File: src/rtl/ddr2_req_queue.sv
// Client request FIFO in front of the DDR2 controller user port; replays one command at a time
// and returns read data through a one-entry response register. Optional counters: DDR2_REQ_QUEUE_STATS_EN.
module ddr2_req_queue #(
    parameter int unsigned DEPTH  = 4,
    parameter int unsigned ADDR_W = 26,
    parameter int unsigned DATA_W = 64
) (
    input  logic              clk,
    input  logic              rst_n,
    input  logic              req_valid,
    output logic              req_ready,
    input  logic              req_we,
    input  logic [ADDR_W-1:0] req_addr,
    input  logic [DATA_W-1:0] req_wdata,
    output logic              rsp_valid,
    input  logic              rsp_ready,
    output logic [DATA_W-1:0] rsp_data,
    output logic              c_rd_req,
    output logic              c_wr_req,
    output logic [ADDR_W-1:0] c_addr,
    output logic [DATA_W-1:0] c_data_in,
    input  logic              c_ack,
    input  logic              c_rdy,
`ifdef DDR2_REQ_QUEUE_STATS_EN
    output logic [15:0]       stat_rd_cnt,
    output logic [15:0]       stat_wr_cnt,
`endif
    input  logic [DATA_W-1:0] c_data_out
);

    localparam int unsigned PTR_W = $clog2(DEPTH);
    localparam int unsigned CNT_W = PTR_W + 1;

    typedef struct packed {
        logic              we;
        logic [ADDR_W-1:0] addr;
        logic [DATA_W-1:0] wdata;
    } entry_t;

    typedef enum logic [1:0] {
        IDLE,
        ISSUE,
        WAIT_LOW,
        WAIT_DONE
    } state_t;

    entry_t           mem [DEPTH];
    logic [PTR_W-1:0] wr_ptr;
    logic [PTR_W-1:0] rd_ptr;
    logic [CNT_W-1:0] count;
    state_t           state;
    logic             cmd_rd;

    entry_t           head_c;
    logic             full_c;
    logic             empty_c;
    logic             push_c;
    logic             pop_c;

    // FIFO status and handshake decisions
    assign full_c    = (count == CNT_W'(DEPTH));
    assign empty_c   = (count == '0);
    assign req_ready = !full_c;
    assign push_c    = req_valid && !full_c;
    assign head_c    = mem[rd_ptr];
    // Reads wait for the response slot to drain; writes never produce a response
    assign pop_c     = (state == IDLE) && !empty_c && c_rdy && (head_c.we || !rsp_valid);

    always_ff @(posedge clk) begin
        if (push_c) begin
            mem[wr_ptr] <= '{we: req_we, addr: req_addr, wdata: req_wdata};
        end
    end

    // Pointers wrap modulo DEPTH; count carries the extra bit for full/empty
    always_ff @(posedge clk or negedge rst_n) begin
        if (!rst_n) begin
            wr_ptr <= '0;
            rd_ptr <= '0;
            count  <= '0;
        end else begin
            if (push_c) begin
                wr_ptr <= wr_ptr + PTR_W'(1);
            end
            if (pop_c) begin
                rd_ptr <= rd_ptr + PTR_W'(1);
            end
            case ({push_c, pop_c})
                2'b10:   count <= count + CNT_W'(1);
                2'b01:   count <= count - CNT_W'(1);
                default: count <= count;
            endcase
        end
    end

    // Command sequencer: issue, hold until ack, then wait for c_rdy low->high
    always_ff @(posedge clk or negedge rst_n) begin
        if (!rst_n) begin
            state     <= IDLE;
            c_rd_req  <= 1'b0;
            c_wr_req  <= 1'b0;
            c_addr    <= '0;
            c_data_in <= '0;
            cmd_rd    <= 1'b0;
            rsp_valid <= 1'b0;
            rsp_data  <= '0;
        end else begin
            if (rsp_valid && rsp_ready) begin
                rsp_valid <= 1'b0;
            end
            case (state)
                IDLE: begin
                    if (pop_c) begin
                        state     <= ISSUE;
                        c_addr    <= head_c.addr;
                        c_data_in <= head_c.we ? head_c.wdata : '0;
                        c_wr_req  <= head_c.we;
                        c_rd_req  <= !head_c.we;
                        cmd_rd    <= !head_c.we;
                    end
                end
                ISSUE: begin
                    if (c_ack) begin
                        c_wr_req <= 1'b0;
                        c_rd_req <= 1'b0;
                        state    <= WAIT_LOW;
                    end
                end
                WAIT_LOW: begin
                    if (!c_rdy) begin
                        state <= WAIT_DONE;
                    end
                end
                WAIT_DONE: begin
                    if (c_rdy) begin
                        state <= IDLE;
                        if (cmd_rd) begin
                            rsp_data  <= c_data_out;
                            rsp_valid <= 1'b1;
                        end
                    end
                end
                default: state <= IDLE;
            endcase
        end
    end

`ifdef DDR2_REQ_QUEUE_STATS_EN
    // Saturating per-type counts of acknowledged commands
    always_ff @(posedge clk or negedge rst_n) begin
        if (!rst_n) begin
            stat_rd_cnt <= '0;
            stat_wr_cnt <= '0;
        end else if ((state == ISSUE) && c_ack) begin
            if (cmd_rd) begin
                if (stat_rd_cnt != 16'hFFFF) begin
                    stat_rd_cnt <= stat_rd_cnt + 16'd1;
                end
            end else begin
                if (stat_wr_cnt != 16'hFFFF) begin
                    stat_wr_cnt <= stat_wr_cnt + 16'd1;
                end
            end
        end
    end
`endif

endmodule

File: config.mk
export PLATFORM = sky130hd
export DESIGN_NAME = ddr2_req_queue
export DESIGN_NICKNAME = d
export VERILOG_FILES = /design/src/rtl/ddr2_req_queue.sv
export SDC_FILE = /design/constraint.sdc
export NUM_CORES = 1
export LEC_CHECK = 0
export CAP_MARGIN = 30
export CORE_MARGIN = 3
export CORE_UTILIZATION = 53
export DETAILED_ROUTE_END_ITERATION = 10
export PLACE_DENSITY = 0.76
export REMOVE_ABC_BUFFERS = 1
export SLEW_MARGIN = 30
export SYNTH_ARGS = -nofsm -noshare
export SYNTH_HDL_FRONTEND = slang
export SYNTH_SLANG_ARGS = --single-unit
File: constraint.sdc
create_clock -name clk -period 3.6 [get_ports clk]
set_input_delay 0.36 -clock clk [delete_from_list [all_inputs] [get_ports clk]]
set_output_delay 0.36 -clock clk [all_outputs]
set_load 0.05 [all_outputs]
## Word level (Yosys, flattened, before mapping)

Memory sizes are Yosys's and may differ from the RTL's.
Cells that the tools add are included.

- Register bits after elaboration: 167
- Bits in latches: 0
- RAM bits: 364
- ROM bits: 0
- Output and inout bits: 158
- Logic and storage cells: 62
- Memories: 1

- Add/sub/neg operators: 4
- Multiply operators: 0
- Div/mod/pow operators: 0
- Order comparisons: 0
- Eq/ne operators: 10
- Shift operators: 0
- Multiplexer cells: 18
- Bitwise operators: 0
- Reductions and logical operators: 18

Memory list:

| name | words | bits a word | read ports | clocked after memory_dff | wr ports | RTL line | source |
|---|---|---|---|---|---|---|---|
| mem | 4 | 91 | 1 | 0 | 1 | 47 | `entry_t mem [DEPTH];` |

Operators with widths:

| cell | number |
|---|---|
| $mux W64 | 1 |
| $mux W1 | 9 |
| $mux W2 | 4 |
| $ne A2 B2 Y1 const B | 4 |
| $pmux W2 S4 | 1 |
| $eq A2 B2 Y1 const B | 3 |
| $pmux W3 S2 | 1 |
| $reduce_and A3 Y1 | 2 |
| $logic_and A1 B1 Y1 | 5 |
| $add A2 B1 Y2 const B | 2 |
| $eq A2 B1 Y1 const B | 2 |
| $logic_not A1 Y1 | 4 |
| $pmux W1 S2 | 2 |
| $reduce_and A4 Y1 | 1 |
| $reduce_bool A2 Y1 | 2 |
| $add A3 B1 Y3 const B | 1 |
| $eq A3 B3 Y1 const B | 1 |
| $logic_not A3 Y1 | 1 |
| $sub A3 B1 Y3 const B | 1 |
| $logic_not A2 Y1 | 1 |
| $reduce_and A2 Y1 | 1 |
| $logic_or A1 B1 Y1 | 1 |

## Logic depth before layout (Yosys ltp)

- Depth in word-level cells: 7
- Depth in mapped cells: 12

## Worst setup path after synthesis

No wires, ideal clock.

- Path type: register -> register
- From: register count[0]
- To: memory mem[0][0] (netlist name), enable pin
- Setup time: 461 ps
- Arrival time: 3175 ps
- Required time: 3139 ps
- Path slack: -36 ps
- Stages on the path, launching flop included: 4
- Period minus slack after synthesis: 3636 ps
- Path through: dfrtp_1 inv_1 nand3_1 and3_1

- Word-level cells in the longest chain between the ends: 5

RTL lines:

| element | RTL line | source |
|---|---|---|
| start, declared | 50 | `logic [CNT_W-1:0] count;` |
| start signal, assigned | 89 | `2'b10: count <= count + CNT_W'(1);` |
| start signal, assigned | 90 | `2'b01: count <= count - CNT_W'(1);` |
| start signal, assigned | 91 | `default: count <= count;` |
| $eq A3 B3 Y1 | 61 | `assign full_c = (count == CNT_W'(DEPTH));` |
| $logic_not A1 Y1 | - |  |
| net req_ready | 11 | `output logic req_ready,` |
| $logic_and A1 B1 Y1 | 64 | `assign push_c = req_valid && !full_c;` |
| $mux W1 | 70 | `if (push_c) begin` |
| $mux W1 (not written as such) | 71 | `mem[wr_ptr] <= '{we: req_we, addr: req_addr, wdata: req_wdata};` |
| end, declared | 47 |  |

The timed path passes the listed nets, and every way through them passes these cells.

## Worst setup path after layout

- From: register count[0]
- To: output port req_ready

- Word-level cells in the longest chain between the ends: 2

RTL lines:

| element | RTL line | source |
|---|---|---|
| $eq A3 B3 Y1 | 61 |  |
| $logic_not A1 Y1 | 63 | `assign req_ready = !full_c;` |
| end, declared | 11 |  |

Every way passes these cells.

==> metrics <==
CTS Buf Count=52; vias per std cell=5.585; cell row count=69; gr usage total=0.2148; final worst-path cycle share=0.6918; hold path startpoint=rsp_ready; vias in the first global route=10340; main flop type after synthesis=edfxtp_1; Static Leak=8.997 nW; clk_skew=0.02118 ns; Max stage delay on crit path=0.87 ns; synthesized area=0.01935 mm^2; IO Count=319; Worst EP arrival=2.13 ns; Yosys top cell by area=edfxtp_1; cell count after synthesis=879; routed wire length=41150 um; postcts setup bufs=0; Overflow after GRT=0; Final min period=2.490 ns; Layout Nets=1398; H-tree levels=2; CTS tree=built; initial antenna violation count=5; global placement routability congestion=0.7368; CP endpoint kind=output port; reg2reg start=rd_ptr[0]; final setup fails=0; Pwr Total=23.06 mW; RSZ-0062 raised after global routing=false; post-synth cell types=29; PD cells=926.2 mW/mm^2; status=complete, no violations; Slew Limit Fails=0; WHS Endpoint=rsp_valid; Worst VDD drop=0.5234 mV; IO Port Bufs=318; fillers=2201; crit path cell chain=inv_1, nand3_1, clkdlybuf4s50_1; PnR worst setup slack=1.110 ns; clk sinks=531; layout cells sized above 1=0.2055; hpwl dp=25370 um; CP Data Required Time=3.24 ns; Layout area overhead=28.63%; Least-Margin Pin Slew=0.8892 ns; r2r setup slk=1.21 ns; Yosys Warn Count=0; Hold Fails Final Rpt=0; most frequent cells in the layout=364 x edfxtp_1, 317 x clkdlybuf4s50_1, 165 x dfrtp_1; largest net degree at the start of global routing=93; Largest delay share family, worst path=buffers and inverters; post-CTS sizing=0; cts hold-fix bufs=1; crit path max fanout=6; max-cap viol count=0; Worst Reg-to-Reg Cells=5; syn_area_per_cell=22.02 um^2; Max stage delay cell, worst path=clkdlybuf4s50_1; placed cells=1633; total number of vias=9684; top achievable clock speed=401.6 MHz; drc violations=0; Synth top area share=0.5648; die area=0.03884 mm^2; commonest non-fill, non-tap cell in the layout=edfxtp_1; Cell Count, Final, Fillers Out=1734; Core ar.=0.03574 mm^2; Worst Path Class, Setup=flip-flop to output port; first drt pass iteration count=5; Max clock buf depth=3; die height=197.1 um; post-route ant nets=0; Critical Path Start Type=flip-flop; per-cell routed wire length=23.73 um; Buf/Inv on CP=2; #FFs+latches synth=531; Synth async-reset ratio=0.3145; Seq/Total Area, Yosys=0.7807; Post-synth EDFFs=364; first-pass GRT wire length=62820 um; top cells by area, synth=edfxtp_1 56%, dfrtp_1 22%, mux4_2 11%, mux2_2 3.9%, a22o_1 2.9%; pre-CTS setup slack=1.124 ns; hold path cells=2; setup_tns=0 ns; Clock Pin Slew Worst Setup and Hold Paths=0.06 ns; starting density of the core=0.5415; die width=197.1 um; worst-skew pair later-pin latency=0.59 ns; Hold Crit Class=input pin to flip-flop; hold slack=0.3598 ns; worst r2r dst=c_data_in[52]; Slew headroom=0.4072; root buffer cell=clkbuf_16; initial DRC count=512
## sequential cells by signal, summed over array words and instances, names as in the netlist
signal and cells:
rsp_data 64, state 2, cmd_rd 1, count 3
rd_ptr 2, c_addr 26, rsp_valid 1, c_data_in 64
wr_ptr 2, mem 364, c_wr_req 1, c_rd_req 1
## metrics by stage
step | utilization | cell area, um^2
floorplan | - | 19160
global placement | 0.6487 | 23190
detailed placement | 0.6487 | 23190
CTS | 0.6963 | 24890
global route | 0.6965 | 24890
finish | 0.6965 | 24900
## layer usage
| metal | vias up | GRT usage | part of all wire |
|---|---|---|---|
| met2 | 368 | 0.3620 | 0.50 |
| met3 | 58 | 0.05833 | 0.081 |
| met1 | 4990 | 0.2856 | 0.40 |
| li1 | 4262 | - | - |
| met4 | 6 | 0.05016 | 0.016 |
| met5 | - | 0 | 0.0010 |
## kinds of logic (layout without fill, tap and decap cells)
kind of cell,after synthesis,count (layout),synth area share
flops,531,531,0.7807
mux,185,185,0.1605
compound gates,75,75,0.03291
buf+inv,57,448,0.01235
simple gates,15,15,0.004008
fa+ha+maj,10,10,0.006853
xor+xnor,6,6,0.002715
other cells,0,3,0
## area by class of cell
cell class	instances	area, um^2	share of cell area
Clock inverter	22	212.7	0.008544
Sequential cell	531	15120	0.6072
Inverter	13	48.80	0.001960
Multi-Input combinational cell	291	4040	0.1623
Tap cell	461	576.8	0.02317
Antenna cell	3	7.507	0.0003016
Clock buffer	75	1478	0.05936
Timing Repair Buffer	338	3415	0.1372
## worst max-delay path by stage
| stage | startpoint | endpoint | slack [ns] | depth (start not counted) |
|---|---|---|---|---|
| after global routing | count[0] | req_ready | 0.99 | 3 |
| after CTS | count[0] | req_ready | 1.05 | 3 |
| after global placement | c_rdy | count[2] | 1.20 | 10 |
| final | count[0] | req_ready | 1.11 | 3 |
| after detailed placement | c_rdy | count[2] | 1.12 | 10 |
| after floorplan | rd_ptr[0] | count[2] | -3.75 | 9 |
## where the power goes
group	total [mW]	switching [mW]	internal (mW)
Clock	5.30	2.17	3.13
Sequential	9.00	0.677	8.32
Combinational	8.76	5.29	3.47
## synthesized netlist by cell type, types with 2 or more instances
cell type and instances:
mux2_2 67, and3_1 4, xor2_1 2, ha_1 9, dfrtp_1 167, a22o_1 64
edfxtp_1 364, nand2_1 2, o21ai_0 2, a21oi_1 3, buf_2 20, clkbuf_1 22
xnor2_1 4, mux2i_1 2, inv_1 12, nand3_1 3, buf_1 2, mux2_1 25
nor2_1 3, and2_1 2, o2bb2ai_1 2, mux4_2 91
No activity file was read; power rests on OpenSTA's default activity.
